<file path="src/rtl/jtag_tap_target_if.sv">
// Pin bundle for the JTAG TAP responder: JTAG pins, TAP status and the
// fabric-side user data register strobes. The master side drives the JTAG
// pins and the capture data; the slave side is the TAP itself.
interface jtag_tap_target_if #(
    parameter int unsigned IR_LEN   = 4,
    parameter int unsigned USER_LEN = 32
);
    logic                TCK;
    logic                TMS;
    logic                TDI;
    logic                TDO;
    logic                TDO_OE;
    logic [3:0]          STATE;
    logic [IR_LEN-1:0]   IR;
    logic                USER_CAPTURE;
    logic [USER_LEN-1:0] USER_CAPTURE_DATA;
    logic                USER_UPDATE;
    logic [USER_LEN-1:0] USER_UPDATE_DATA;

    modport master (
        output TCK, TMS, TDI, USER_CAPTURE_DATA,
        input  TDO, TDO_OE, STATE, IR, USER_CAPTURE, USER_UPDATE, USER_UPDATE_DATA
    );

    modport slave (
        input  TCK, TMS, TDI, USER_CAPTURE_DATA,
        output TDO, TDO_OE, STATE, IR, USER_CAPTURE, USER_UPDATE, USER_UPDATE_DATA
    );
endinterface

</file>
<file path="src/rtl/jtag_tap_target.sv">
// Oversampled JTAG TAP responder. TCK/TMS/TDI are recovered in the CLK domain,
// the 16-state TAP controller advances on recovered TCK rises, and the
// IR / BYPASS / IDCODE / USER data registers are served from one DR shifter.
// Optional feature macro: JTAG_TAP_IDCODE_EN (IDCODE register present and
// selected after reset; otherwise IR_IDCODE decodes as BYPASS).
module jtag_tap_target #(
    parameter int unsigned       IR_LEN     = 4,
    parameter int unsigned       USER_LEN   = 32,
    parameter logic [31:0]       IDCODE_VAL = 32'h1BA01477,
    parameter logic [IR_LEN-1:0] IR_IDCODE  = IR_LEN'(4'hE),
    parameter logic [IR_LEN-1:0] IR_USER    = IR_LEN'(4'hA)
) (
    input logic               CLK,
    input logic               RESET,
    jtag_tap_target_if.slave  tap
);

`ifdef JTAG_TAP_IDCODE_EN
    localparam int unsigned       DR_MAX   = (USER_LEN > 32) ? USER_LEN : 32;
    localparam int unsigned       SR_LEN   = (IR_LEN > DR_MAX) ? IR_LEN : DR_MAX;
    localparam logic [IR_LEN-1:0] IR_RESET = IR_IDCODE;
`else
    localparam int unsigned       SR_LEN   = (IR_LEN > USER_LEN) ? IR_LEN : USER_LEN;
    localparam logic [IR_LEN-1:0] IR_RESET = '1;
`endif

    // Reject parameter sets the TAP cannot honour (IDCODE must have bit0 set).
    if (IR_LEN < 2 || USER_LEN < 1 || IDCODE_VAL[0] != 1'b1 || IR_IDCODE == IR_USER) begin : g_bad_cfg
        $error("jtag_tap_target: invalid parameterisation");
    end

    typedef enum logic [3:0] {
        RUNTEST_IDLE = 4'b0000,
        SELECT_DR    = 4'b0001,
        SHIFT_DR     = 4'b0010,
        UPDATE_DR    = 4'b0011,
        CAPTURE_DR   = 4'b0100,
        EXIT1_DR     = 4'b0101,
        PAUSE_DR     = 4'b0110,
        EXIT2_DR     = 4'b0111,
        LOGIC_RESET  = 4'b1000,
        SELECT_IR    = 4'b1001,
        SHIFT_IR     = 4'b1010,
        UPDATE_IR    = 4'b1011,
        CAPTURE_IR   = 4'b1100,
        EXIT1_IR     = 4'b1101,
        PAUSE_IR     = 4'b1110,
        EXIT2_IR     = 4'b1111
    } tap_state_e;

    logic                tck_s1_q, tck_s2_q, tck_s3_q;
    logic                tms_s1_q, tms_s2_q;
    logic                tdi_s1_q, tdi_s2_q;
    logic                tck_r, tck_f;

    tap_state_e          state_q, state_d;
    logic [IR_LEN-1:0]   ir_sr_q, ir_sr_d;
    logic [IR_LEN-1:0]   ir_q, ir_d;
    logic [SR_LEN-1:0]   sr_q, sr_d;
    logic                tdo_q, tdo_d;
    logic                upd_pulse_q, upd_pulse_d;
    logic [USER_LEN-1:0] upd_data_q, upd_data_d;
    logic                user_capture;
    logic                is_user;
    logic                is_idcode;

    // TMS/TDI are taken from the same stage as TCK so they line up with the strobes.
    assign tck_r = tck_s2_q & ~tck_s3_q;
    assign tck_f = ~tck_s2_q & tck_s3_q;

    assign is_user = (ir_q == IR_USER);
`ifdef JTAG_TAP_IDCODE_EN
    assign is_idcode = (ir_q == IR_IDCODE);
`else
    assign is_idcode = 1'b0;
`endif

    // Two-flop synchronizers for the JTAG pins plus TCK edge history.
    always_ff @(posedge CLK) begin
        if (RESET) begin
            tck_s1_q <= 1'b0;
            tck_s2_q <= 1'b0;
            tck_s3_q <= 1'b0;
            tms_s1_q <= 1'b0;
            tms_s2_q <= 1'b0;
            tdi_s1_q <= 1'b0;
            tdi_s2_q <= 1'b0;
        end else begin
            tck_s1_q <= tap.TCK;
            tck_s2_q <= tck_s1_q;
            tck_s3_q <= tck_s2_q;
            tms_s1_q <= tap.TMS;
            tms_s2_q <= tms_s1_q;
            tdi_s1_q <= tap.TDI;
            tdi_s2_q <= tdi_s1_q;
        end
    end

    // TAP controller state register.
    always_ff @(posedge CLK) begin
        if (RESET) begin
            state_q <= LOGIC_RESET;
        end else begin
            state_q <= state_d;
        end
    end

    // IEEE 1149.1 next-state decode, advanced only on a recovered TCK rise.
    always_comb begin
        state_d = state_q;
        if (tck_r) begin
            case (state_q)
                LOGIC_RESET:  state_d = tms_s2_q ? LOGIC_RESET : RUNTEST_IDLE;
                RUNTEST_IDLE: state_d = tms_s2_q ? SELECT_DR   : RUNTEST_IDLE;
                SELECT_DR:    state_d = tms_s2_q ? SELECT_IR   : CAPTURE_DR;
                CAPTURE_DR:   state_d = tms_s2_q ? EXIT1_DR    : SHIFT_DR;
                SHIFT_DR:     state_d = tms_s2_q ? EXIT1_DR    : SHIFT_DR;
                EXIT1_DR:     state_d = tms_s2_q ? UPDATE_DR   : PAUSE_DR;
                PAUSE_DR:     state_d = tms_s2_q ? EXIT2_DR    : PAUSE_DR;
                EXIT2_DR:     state_d = tms_s2_q ? UPDATE_DR   : SHIFT_DR;
                UPDATE_DR:    state_d = tms_s2_q ? SELECT_DR   : RUNTEST_IDLE;
                SELECT_IR:    state_d = tms_s2_q ? LOGIC_RESET : CAPTURE_IR;
                CAPTURE_IR:   state_d = tms_s2_q ? EXIT1_IR    : SHIFT_IR;
                SHIFT_IR:     state_d = tms_s2_q ? EXIT1_IR    : SHIFT_IR;
                EXIT1_IR:     state_d = tms_s2_q ? UPDATE_IR   : PAUSE_IR;
                PAUSE_IR:     state_d = tms_s2_q ? EXIT2_IR    : PAUSE_IR;
                EXIT2_IR:     state_d = tms_s2_q ? UPDATE_IR   : SHIFT_IR;
                UPDATE_IR:    state_d = tms_s2_q ? SELECT_DR   : RUNTEST_IDLE;
                default:      state_d = LOGIC_RESET;
            endcase
        end
    end

    // Shift/capture on TCK rise (in the pre-transition state); TDO and
    // update actions on TCK fall, by which time the state has already moved.
    always_comb begin
        ir_sr_d      = ir_sr_q;
        sr_d         = sr_q;
        ir_d         = ir_q;
        tdo_d        = tdo_q;
        upd_data_d   = upd_data_q;
        upd_pulse_d  = 1'b0;
        user_capture = 1'b0;

        if (tck_r) begin
            case (state_q)
                CAPTURE_IR: ir_sr_d = IR_LEN'(1);
                SHIFT_IR:   ir_sr_d = {tdi_s2_q, ir_sr_q[IR_LEN-1:1]};
                CAPTURE_DR: begin
                    if (is_idcode) begin
                        sr_d = SR_LEN'(IDCODE_VAL);
                    end else if (is_user) begin
                        sr_d         = SR_LEN'(tap.USER_CAPTURE_DATA);
                        user_capture = 1'b1;
                    end else begin
                        sr_d = '0;
                    end
                end
                SHIFT_DR: begin
                    sr_d = sr_q >> 1;
                    if (is_user) begin
                        sr_d[USER_LEN-1] = tdi_s2_q;
`ifdef JTAG_TAP_IDCODE_EN
                    end else if (is_idcode) begin
                        sr_d[31] = tdi_s2_q;
`endif
                    end else begin
                        sr_d[0] = tdi_s2_q;
                    end
                end
                default: ;
            endcase
        end

        if (tck_f) begin
            tdo_d = 1'b0;
            case (state_q)
                SHIFT_IR:    tdo_d = ir_sr_q[0];
                SHIFT_DR:    tdo_d = sr_q[0];
                UPDATE_IR:   ir_d  = ir_sr_q;
                UPDATE_DR: begin
                    if (is_user) begin
                        upd_data_d  = sr_q[USER_LEN-1:0];
                        upd_pulse_d = 1'b1;
                    end
                end
                LOGIC_RESET: ir_d = IR_RESET;
                default: ;
            endcase
        end
    end

    // Datapath registers.
    always_ff @(posedge CLK) begin
        if (RESET) begin
            ir_sr_q     <= '0;
            sr_q        <= '0;
            ir_q        <= IR_RESET;
            tdo_q       <= 1'b0;
            upd_pulse_q <= 1'b0;
            upd_data_q  <= '0;
        end else begin
            ir_sr_q     <= ir_sr_d;
            sr_q        <= sr_d;
            ir_q        <= ir_d;
            tdo_q       <= tdo_d;
            upd_pulse_q <= upd_pulse_d;
            upd_data_q  <= upd_data_d;
        end
    end

    assign tap.TDO              = tdo_q;
    assign tap.TDO_OE           = (state_q == SHIFT_DR) || (state_q == SHIFT_IR);
    assign tap.STATE            = state_q;
    assign tap.IR               = ir_q;
    assign tap.USER_CAPTURE     = user_capture;
    assign tap.USER_UPDATE      = upd_pulse_q;
    assign tap.USER_UPDATE_DATA = upd_data_q;

endmodule

</file>
<file path="src/flat_wrapper.sv">
// flat-port wrapper written by rule: the top's interface ports become plain ports
module jtag_tap_target_flat 
#(
    parameter int unsigned       IR_LEN     = 4,
    parameter int unsigned       USER_LEN   = 32,
    parameter logic [31:0]       IDCODE_VAL = 32'h1BA01477,
    parameter logic [IR_LEN-1:0] IR_IDCODE  = IR_LEN'(4'hE),
    parameter logic [IR_LEN-1:0] IR_USER    = IR_LEN'(4'hA)
)
  (CLK, RESET, tap_TCK, tap_TMS, tap_TDI, tap_USER_CAPTURE_DATA, tap_TDO, tap_TDO_OE, tap_STATE, tap_IR, tap_USER_CAPTURE, tap_USER_UPDATE, tap_USER_UPDATE_DATA);
  jtag_tap_target_if #(.IR_LEN(IR_LEN), .USER_LEN(USER_LEN)) tap_i ();
  input logic CLK;
  input logic RESET;
  input wire logic [$bits(tap_i.TCK)-1:0] tap_TCK;
  input wire logic [$bits(tap_i.TMS)-1:0] tap_TMS;
  input wire logic [$bits(tap_i.TDI)-1:0] tap_TDI;
  input wire logic [$bits(tap_i.USER_CAPTURE_DATA)-1:0] tap_USER_CAPTURE_DATA;
  output wire logic [$bits(tap_i.TDO)-1:0] tap_TDO;
  output wire logic [$bits(tap_i.TDO_OE)-1:0] tap_TDO_OE;
  output wire logic [$bits(tap_i.STATE)-1:0] tap_STATE;
  output wire logic [$bits(tap_i.IR)-1:0] tap_IR;
  output wire logic [$bits(tap_i.USER_CAPTURE)-1:0] tap_USER_CAPTURE;
  output wire logic [$bits(tap_i.USER_UPDATE)-1:0] tap_USER_UPDATE;
  output wire logic [$bits(tap_i.USER_UPDATE_DATA)-1:0] tap_USER_UPDATE_DATA;
  assign tap_i.TCK = tap_TCK;
  assign tap_i.TMS = tap_TMS;
  assign tap_i.TDI = tap_TDI;
  assign tap_i.USER_CAPTURE_DATA = tap_USER_CAPTURE_DATA;
  assign tap_TDO = tap_i.TDO;
  assign tap_TDO_OE = tap_i.TDO_OE;
  assign tap_STATE = tap_i.STATE;
  assign tap_IR = tap_i.IR;
  assign tap_USER_CAPTURE = tap_i.USER_CAPTURE;
  assign tap_USER_UPDATE = tap_i.USER_UPDATE;
  assign tap_USER_UPDATE_DATA = tap_i.USER_UPDATE_DATA;
  jtag_tap_target #(.IR_LEN(IR_LEN), .USER_LEN(USER_LEN), .IDCODE_VAL(IDCODE_VAL), .IR_IDCODE(IR_IDCODE), .IR_USER(IR_USER)) u_core (.CLK(CLK), .RESET(RESET), .tap(tap_i));
endmodule
</file>
<file path="config.mk">
export PLATFORM = sky130hd
export DESIGN_NAME = jtag_tap_target_flat
export DESIGN_NICKNAME = d
export VERILOG_FILES = /design/src/rtl/jtag_tap_target_if.sv /design/src/rtl/jtag_tap_target.sv /design/src/flat_wrapper.sv
export SDC_FILE = /design/constraint.sdc
export NUM_CORES = 1
export LEC_CHECK = 0
export ABC_AREA = 1
export BUFFER_PORTS_ARGS = -buffer_cell sky130_fd_sc_hd__buf_2
export CORE_MARGIN = 1
export CORE_UTILIZATION = 57
export DETAILED_ROUTE_END_ITERATION = 12
export PLACE_DENSITY = 0.81
export SKIP_LAST_GASP = 1
export SLEW_MARGIN = 40
export SYNTH_ARGS = -nofsm -noshare
export SYNTH_HDL_FRONTEND = slang
export SYNTH_SLANG_ARGS = --single-unit
</file>
<file path="constraint.sdc">
create_clock -name CLK -period 2.6 [get_ports CLK]
set_input_delay 0.39 -clock CLK [delete_from_list [all_inputs] [get_ports CLK]]
set_output_delay 0.39 -clock CLK [all_outputs]
set_load 0.05 [all_outputs]
</file>
==> impl_metrics.json, run 1 <==
{
  "outcome": "finished, final reports clean",
  "routedWlPerCell_um": 14.0,
  "row_count": 28,
  "worst_pin_slew_ns": 0.711,
  "cp.arrival_ns": 2.51,
  "drive_gt1_frac": 0.208,
  "firstDrtPassIters": 5,
  "critPathMaxStageDelay_ns": 0.62,
  "num_antenna_cells": 0,
  "critPathBufInv": 3,
  "syn_inst": 460,
  "r2r_cells": 7,
  "synthArstFlopShare": 0,
  "holdWs_ns": 0.239,
  "fp.dieArea_sq_um": 6470,
  "placed_cell_area_sq_um": 3840,
  "grt_pass1_wl_mm": 13.7,
  "ff2ff_setup_slack_ns": 0.37,
  "core_area_sq_um": 5920,
  "worstSkewPairLatency_ns": 0.35,
  "vdd_drop_max_mv": 0.344,
  "dp_hpwl_mm": 5.55,
  "fin_nets": 562,
  "ys_seq_elements": 85,
  "die_x_um": 80.4,
  "dp.cells": 589,
  "grt_pass1_vias": 2977,
  "fmax_mhz": 447,
  "cts_buffers": 9,
  "hold_path.class": "primary input to flip-flop",
  "overflow": 0,
  "slowest_stage": "inv_1",
  "syn_area_sq_um": 3510,
  "cts_num_sinks": 85,
  "ctsHoldBuffers": 0,
  "synth_top_area_frac": 0.485,
  "path_depth": 7,
  "start_util": 0.592,
  "clk_pin_slew_ns": 0.09,
  "drc": 0,
  "fin_crit_sh": 0.860,
  "grt_max_degree": 56,
  "avgViaCountPerCell": 5.55,
  "syn-num-nets": 497,
  "crit_family": "buffers and inverters",
  "worstPathRequired_ns": 2.87,
  "fin_crit_ns": 2.23,
  "final_area_sq_um": 4060,
  "critPathLaunchType": "flip-flop",
  "areaGrowthSynthToFinish_pct": 15.7,
  "yosysUniqueCellTypes": 24,
  "maxSlewHeadroom": 0.526,
  "io_buffers": 80,
  "yosys_warnings": 0,
  "rsz0062_at_grt": "false",
  "drt_iter0_markers": 257,
  "setup_slack_ns": 0.365,
  "wl_mm": 8.48,
  "ys_seq_area_frac": 0.485,
  "hold_viol": 0,
  "globalRouteTotalUtil": 0.276,
  "cts_buffer_depth": 2,
  "synth_most_common_cell": "dfxtp_1",
  "synth_largest_area_cell": "dfxtp_1",
  "reg2reg_from": "u_core.tap.STATE[1]",
  "timing.critical_path.to_type": "flip-flop",
  "io_pins": 81,
  "startpoint": "u_core.tap.STATE[1]",
  "p_leak_nw": 1.98,
  "drv_slew": 0,
  "ys_dominant_reg_cell": "dfxtp_1",
  "stdcell_count": 605,
  "skew_ns": 0.00776,
  "synthTopCellsByCount": "85 x dfxtp_1, 83 x nor2_1, 74 x a21oi_1, 57 x o21ai_1, 37 x nand3_1",
  "die_height_um": 80.4,
  "timing.rr.end": "u_core.sr_q[10]",
  "final_antenna_net_count": 0,
  "synth_area_leaders": "dfxtp_1 49%, a21oi_1 11%, nor2_1 8.9%",
  "setup_tns_ns": 0,
  "ctsRootBufferMaster": "clkbuf_8",
  "place_ws_ns": 0.467,
  "vias": 3357,
  "antenna_found_initial": 0,
  "postSynthAreaPerCell_sq_um": 7.62,
  "crit_end": "u_core.sr_q[10]",
  "cp_cell_sequence": "nand2_2 > inv_2 > nand2_4 > inv_1 > buf_4 > a21oi_1 > a21oi_1",
  "cts.repair.resized": 0,
  "path_class": "flip-flop to flip-flop",
  "htree_levels": 3,
  "crit_path_frequent_cell": "a21oi_1",
  "cts_tree": "done",
  "path_max_fanout": 36,
  "cap_violations": 0,
  "place_congestion": 0.892,
  "synth_edf_count": 0,
  "setup_viol": 0,
  "post_cts_buffers": 0,
  "power_density_nw_per_um2": 601
}
registers in the layout (all words and copies together), names as in the netlist, 4 cells and up:
register	cells
u_core.tap.STATE	4
u_core.ir_sr_q	4
u_core.tap.USER_UPDATE_DATA	32
u_core.sr_q	32
u_core.tap.IR	4
worst min-delay path, delay by kind of cell:
kind                   cells  cell delay, ns
buffers and inverters      2            0.13
AND/OR/NAND/NOR            1            0.03
cell type report:
class                   instances  area, sq um
clock buffers                  11          131
clock inverters                 5         83.8
fillers                       516         1860
inverters                      29          111
multi-input cells             314         1480
flip-flops and latches         85         1700
well taps                      75         93.8
repair buffers                 86          458
worst min-delay path by stage:
| stage | startpoint | end | slack (ns) | depth (start not counted) |
|---|---|---|---|---|
| 2_1_floorplan | u_core.tck_s1_q | u_core.tck_s2_q | 0.39 | 2 |
| 3_3_place_gp | u_core.tdi_s1_q | u_core.tdi_s2_q | 0.39 | 2 |
| 3_5_place_dp | u_core.tck_s1_q | u_core.tck_s2_q | 0.40 | 2 |
| 4_1_cts | tap_TMS | u_core.tms_s1_q | 0.23 | 3 |
| 5_1_grt | tap_TMS | u_core.tms_s1_q | 0.25 | 3 |
| 6_report | tap_TMS | u_core.tms_s1_q | 0.24 | 3 |
metrics by stage:
step                 util  power [mW]
finish              0.686        2.44
global route        0.686        2.50
CTS                 0.686        2.44
detailed placement  0.649        1.44
global placement    0.649        1.44
floorplan               -        1.39
cells in the final DEF (no fill, tap or decap), types with 3 or more instances in the layout:
| master | instances |
|---|---|
| inv_1 | 26 |
| nand2_1 | 32 |
| dfxtp_1 | 85 |
| buf_4 | 5 |
| clkbuf_8 | 9 |
| a21oi_1 | 74 |
| nand3_1 | 37 |
| nor3_1 | 3 |
| buf_2 | 80 |
| nor2_1 | 83 |
| o21ai_0 | 15 |
| o21ai_1 | 57 |
power breakdown:
part           switching (mW)  internal, mW  leakage [nW]
registers             0.00521          1.31         0.686
clock network           0.484         0.546         0.100
logic                  0.0593        0.0346          1.19
total                   0.549          1.89          1.98
layer usage:
metal,vias to the layer above,track usage,routed length [um]
li1,1670,-,-
met1,1515,0.374,3900
met2,149,0.420,3840
met3,23,0.0477,567
met4,0,0.136,163
met5,-,0,0
kinds of logic after synthesis:
family                 synth area share
and+or+nand+nor                   0.204
buffers and inverters            0.0931
AOI/OAI and AO/OA                 0.217
DFF                               0.485
No activity file was read; power rests on OpenSTA's default activity.
==> run 2: changes to the inputs <==
--- a/config.mk
+++ b/config.mk
@@ -5,11 +5,11 @@
 export SDC_FILE = /design/constraint.sdc
 export NUM_CORES = 1
 export LEC_CHECK = 0
-export ABC_AREA = 1
 export BUFFER_PORTS_ARGS = -buffer_cell sky130_fd_sc_hd__buf_2
 export CORE_MARGIN = 1
 export CORE_UTILIZATION = 57
 export DETAILED_ROUTE_END_ITERATION = 12
+export HOLD_SLACK_MARGIN = 0.02
 export PLACE_DENSITY = 0.81
 export SKIP_LAST_GASP = 1
 export SLEW_MARGIN = 40
==> run 2 against run 1 <==
Effect of this change: synthesized cell count fell by 15%; clock power shrank 9.8%; sequential share of layout area shrank 1.4 points; design area up 3.5%; clock skew is 0.0072 ns higher; critical path depth down 3; global-route usage is 2.2 points lower; highest routed layer unchanged; routed wire length shrank 6.3%; sequential cell count is the same; largest cell class unchanged; total power shrank 4.8%; cell count decreased by 11%.
==> impl_metrics.json, run 2 <==
{
  "cts_buffer_depth": 2,
  "setup_viol": 0,
  "ys_seq_area_frac": 0.481,
  "p_clk_frac": 0.400,
  "syn-num-nets": 429,
  "cts.repair.resized": 0,
  "drv_slew": 0,
  "multi_input_comb_area_sq_um": 1680,
  "io_pins": 81,
  "synth_most_common_cell": "dfxtp_1",
  "p_switching_mw": 0.535,
  "io_buffers": 80,
  "syn_inst": 392,
  "cp.arrival_ns": 1.70,
  "path_max_fanout": 17,
  "num_antenna_cells": 0,
  "timing.critical_path.to_type": "output pin",
  "grt_pass1_wl_mm": 12.8,
  "ys_seq_elements": 85,
  "drc": 0,
  "dp_hpwl_mm": 5.36,
  "drt_iter0_markers": 208,
  "final_area_sq_um": 4200,
  "cts_tree": "done",
  "cts_num_sinks": 85,
  "grt_pass1_vias": 2797,
  "ys_dominant_reg_cell": "dfxtp_1",
  "yosysUniqueCellTypes": 38,
  "cap_violations": 0,
  "p_int_mw": 1.79,
  "avgViaCountPerCell": 5.77,
  "core_area_sq_um": 5960,
  "ctsRootBufferMaster": "clkbuf_8",
  "die_x_um": 80.7,
  "areaGrowthSynthToFinish_pct": 18.8,
  "maxSlewHeadroom": 0.535,
  "fin_nets": 498,
  "post_cts_buffers": 0,
  "register_area_sq_um": 1700,
  "htree_levels": 3,
  "overflow": 0,
  "globalRouteTotalUtil": 0.254,
  "fmax_mhz": 478,
  "start_util": 0.593,
  "nFillCells": 482,
  "layout_common_cells": "85 x dfxtp_1, 80 x buf_2, 68 x nand2_1, 39 x nor2_1, 36 x a21oi_1",
  "row_count": 28,
  "holdWs_ns": 0.250,
  "worstSkewPairLatency_ns": 0.35,
  "rsz0062_at_grt": "false",
  "clk_pin_slew_ns": 0.09,
  "worst_pin_slew_ns": 0.698,
  "yosys_warnings": 0,
  "synth_top_area_frac": 0.481,
  "syn_area_sq_um": 3530,
  "p_seq_frac": 0.566,
  "power_mw": 2.32,
  "worstPathRequired_ns": 2.21,
  "p_sw_frac": 0.230,
  "fin_crit_sh": 0.805,
  "cts_buffers": 9,
  "synthArstFlopShare": 0,
  "firstDrtPassIters": 4,
  "hold_path.class": "primary input to flip-flop",
  "fin_crit_ns": 2.09,
  "vdd_drop_max_mv": 0.386,
  "vias": 3121,
  "hold_viol": 0,
  "skew_ns": 0.0149,
  "path_class": "flip-flop to output pin",
  "synth_edf_count": 0,
  "final_antenna_net_count": 0,
  "wl_mm": 7.94,
  "grt_max_degree": 49,
  "fp.dieArea_sq_um": 6520,
  "ctsHoldBuffers": 0,
  "synth_largest_area_cell": "dfxtp_1",
  "outcome": "finished, final reports clean",
  "power_density_nw_per_um2": 553,
  "p_leak_nw": 1.73,
  "final_common_cell": "dfxtp_1",
  "placed_cell_area_sq_um": 4000,
  "place_congestion": 0.898,
  "antenna_found_initial": 0,
  "drive_gt1_frac": 0.311,
  "setup_tns_ns": 0,
  "synthTopCellsByCount": "85 x dfxtp_1, 68 x nand2_1, 40 x nor2_1, 36 x a21oi_1, 36 x nor3_1",
  "postSynthAreaPerCell_sq_um": 9.02,
  "die_height_um": 80.7,
  "critPathLaunchType": "flip-flop",
  "routedWlPerCell_um": 14.7,
  "p_comb_frac": 0.034,
  "synth_area_leaders": "dfxtp_1 48%, a221oi_2 12%, nand2_1 7.2%"
}
run 2: changes by cell type in the layout (fill, tap and decap cells not counted), moves of 3 or more:
cell      change
o21ai_0      -13
a221oi_1      +3
nor2b_1      +12
a221oi_2     +29
nor2_1       -44
o21ai_1      -57
nand3_1      -34
a21oi_1      -38
nor3_1       +32
nand2b_1      +7
inv_1        -23
o22ai_1       +4
buf_4         +6
nand2_1      +36
run 2: cell type report:
| class | instances | share of cell area |
|---|---|---|
| Sequential cell | 85 | 0.405 |
| Multi-Input combinational cell | 269 | 0.399 |
| Timing Repair Buffer | 93 | 0.123 |
| Clock buffer | 9 | 0.0295 |
| Tap cell | 75 | 0.0223 |
| Clock inverter | 7 | 0.0176 |
| Inverter | 3 | 0.00268 |
run 2: path summary, 6_finish.rpt:
check	from	endpoint	slack (ns)	cells after the start
max	u_core.tap.STATE[0]	tap_USER_CAPTURE	0.51	4
min	tap_TCK	u_core.tck_s1_q	0.25	2
max reg2reg	u_core.tck_s2_q	u_core.sr_q[21]	0.53	5
min reg2reg	u_core.tck_s1_q	u_core.tck_s2_q	0.44	1
run 2: logic make-up after synthesis:
group | after synthesis | synth area share
AO/OA/AOI/OAI | 83 | 0.211
XOR/XNOR | 2 | 0.00496
multiplexers | 4 | 0.0120
buffers and inverters | 38 | 0.0506
AND/OR/NAND/NOR | 180 | 0.240
flip-flops | 85 | 0.481
run 2: metrics by stage:
stage / std cells / worst slack (ns) / utilization
floorplan: 392 / 0.356 / -
global placement: 524 / 0.618 / 0.669
detailed placement: 525 / 0.574 / 0.672
CTS: 541 / 0.503 / 0.705
global route: 541 / 0.413 / 0.705
finish: 541 / 0.508 / 0.705
run 2: power by group through the flow:
stage	registers (mW)	clock network (mW)	logic (mW)
finish	1.31	0.929	0.0790
global route	1.31	0.999	0.0854
detailed placement	1.34	0	0.0785
CTS	1.31	0.941	0.0790
floorplan	1.34	0	0.0342
global placement	1.34	0	0.0794
run 2: layer usage:
metal,vias up,part of all wire,global-route usage
met2,114,0.49,0.411
li1,1521,-,-
met5,-,0,0
met1,1474,0.44,0.331
met4,0,0.013,0.104
met3,12,0.063,0.0494
run 2: worst max-delay path: stages (launching register included):
cell     delay [ns]
dfxtp_1        0.36
buf_4          0.21
or3_1          0.33
nor3_2         0.15
buf_2          0.30
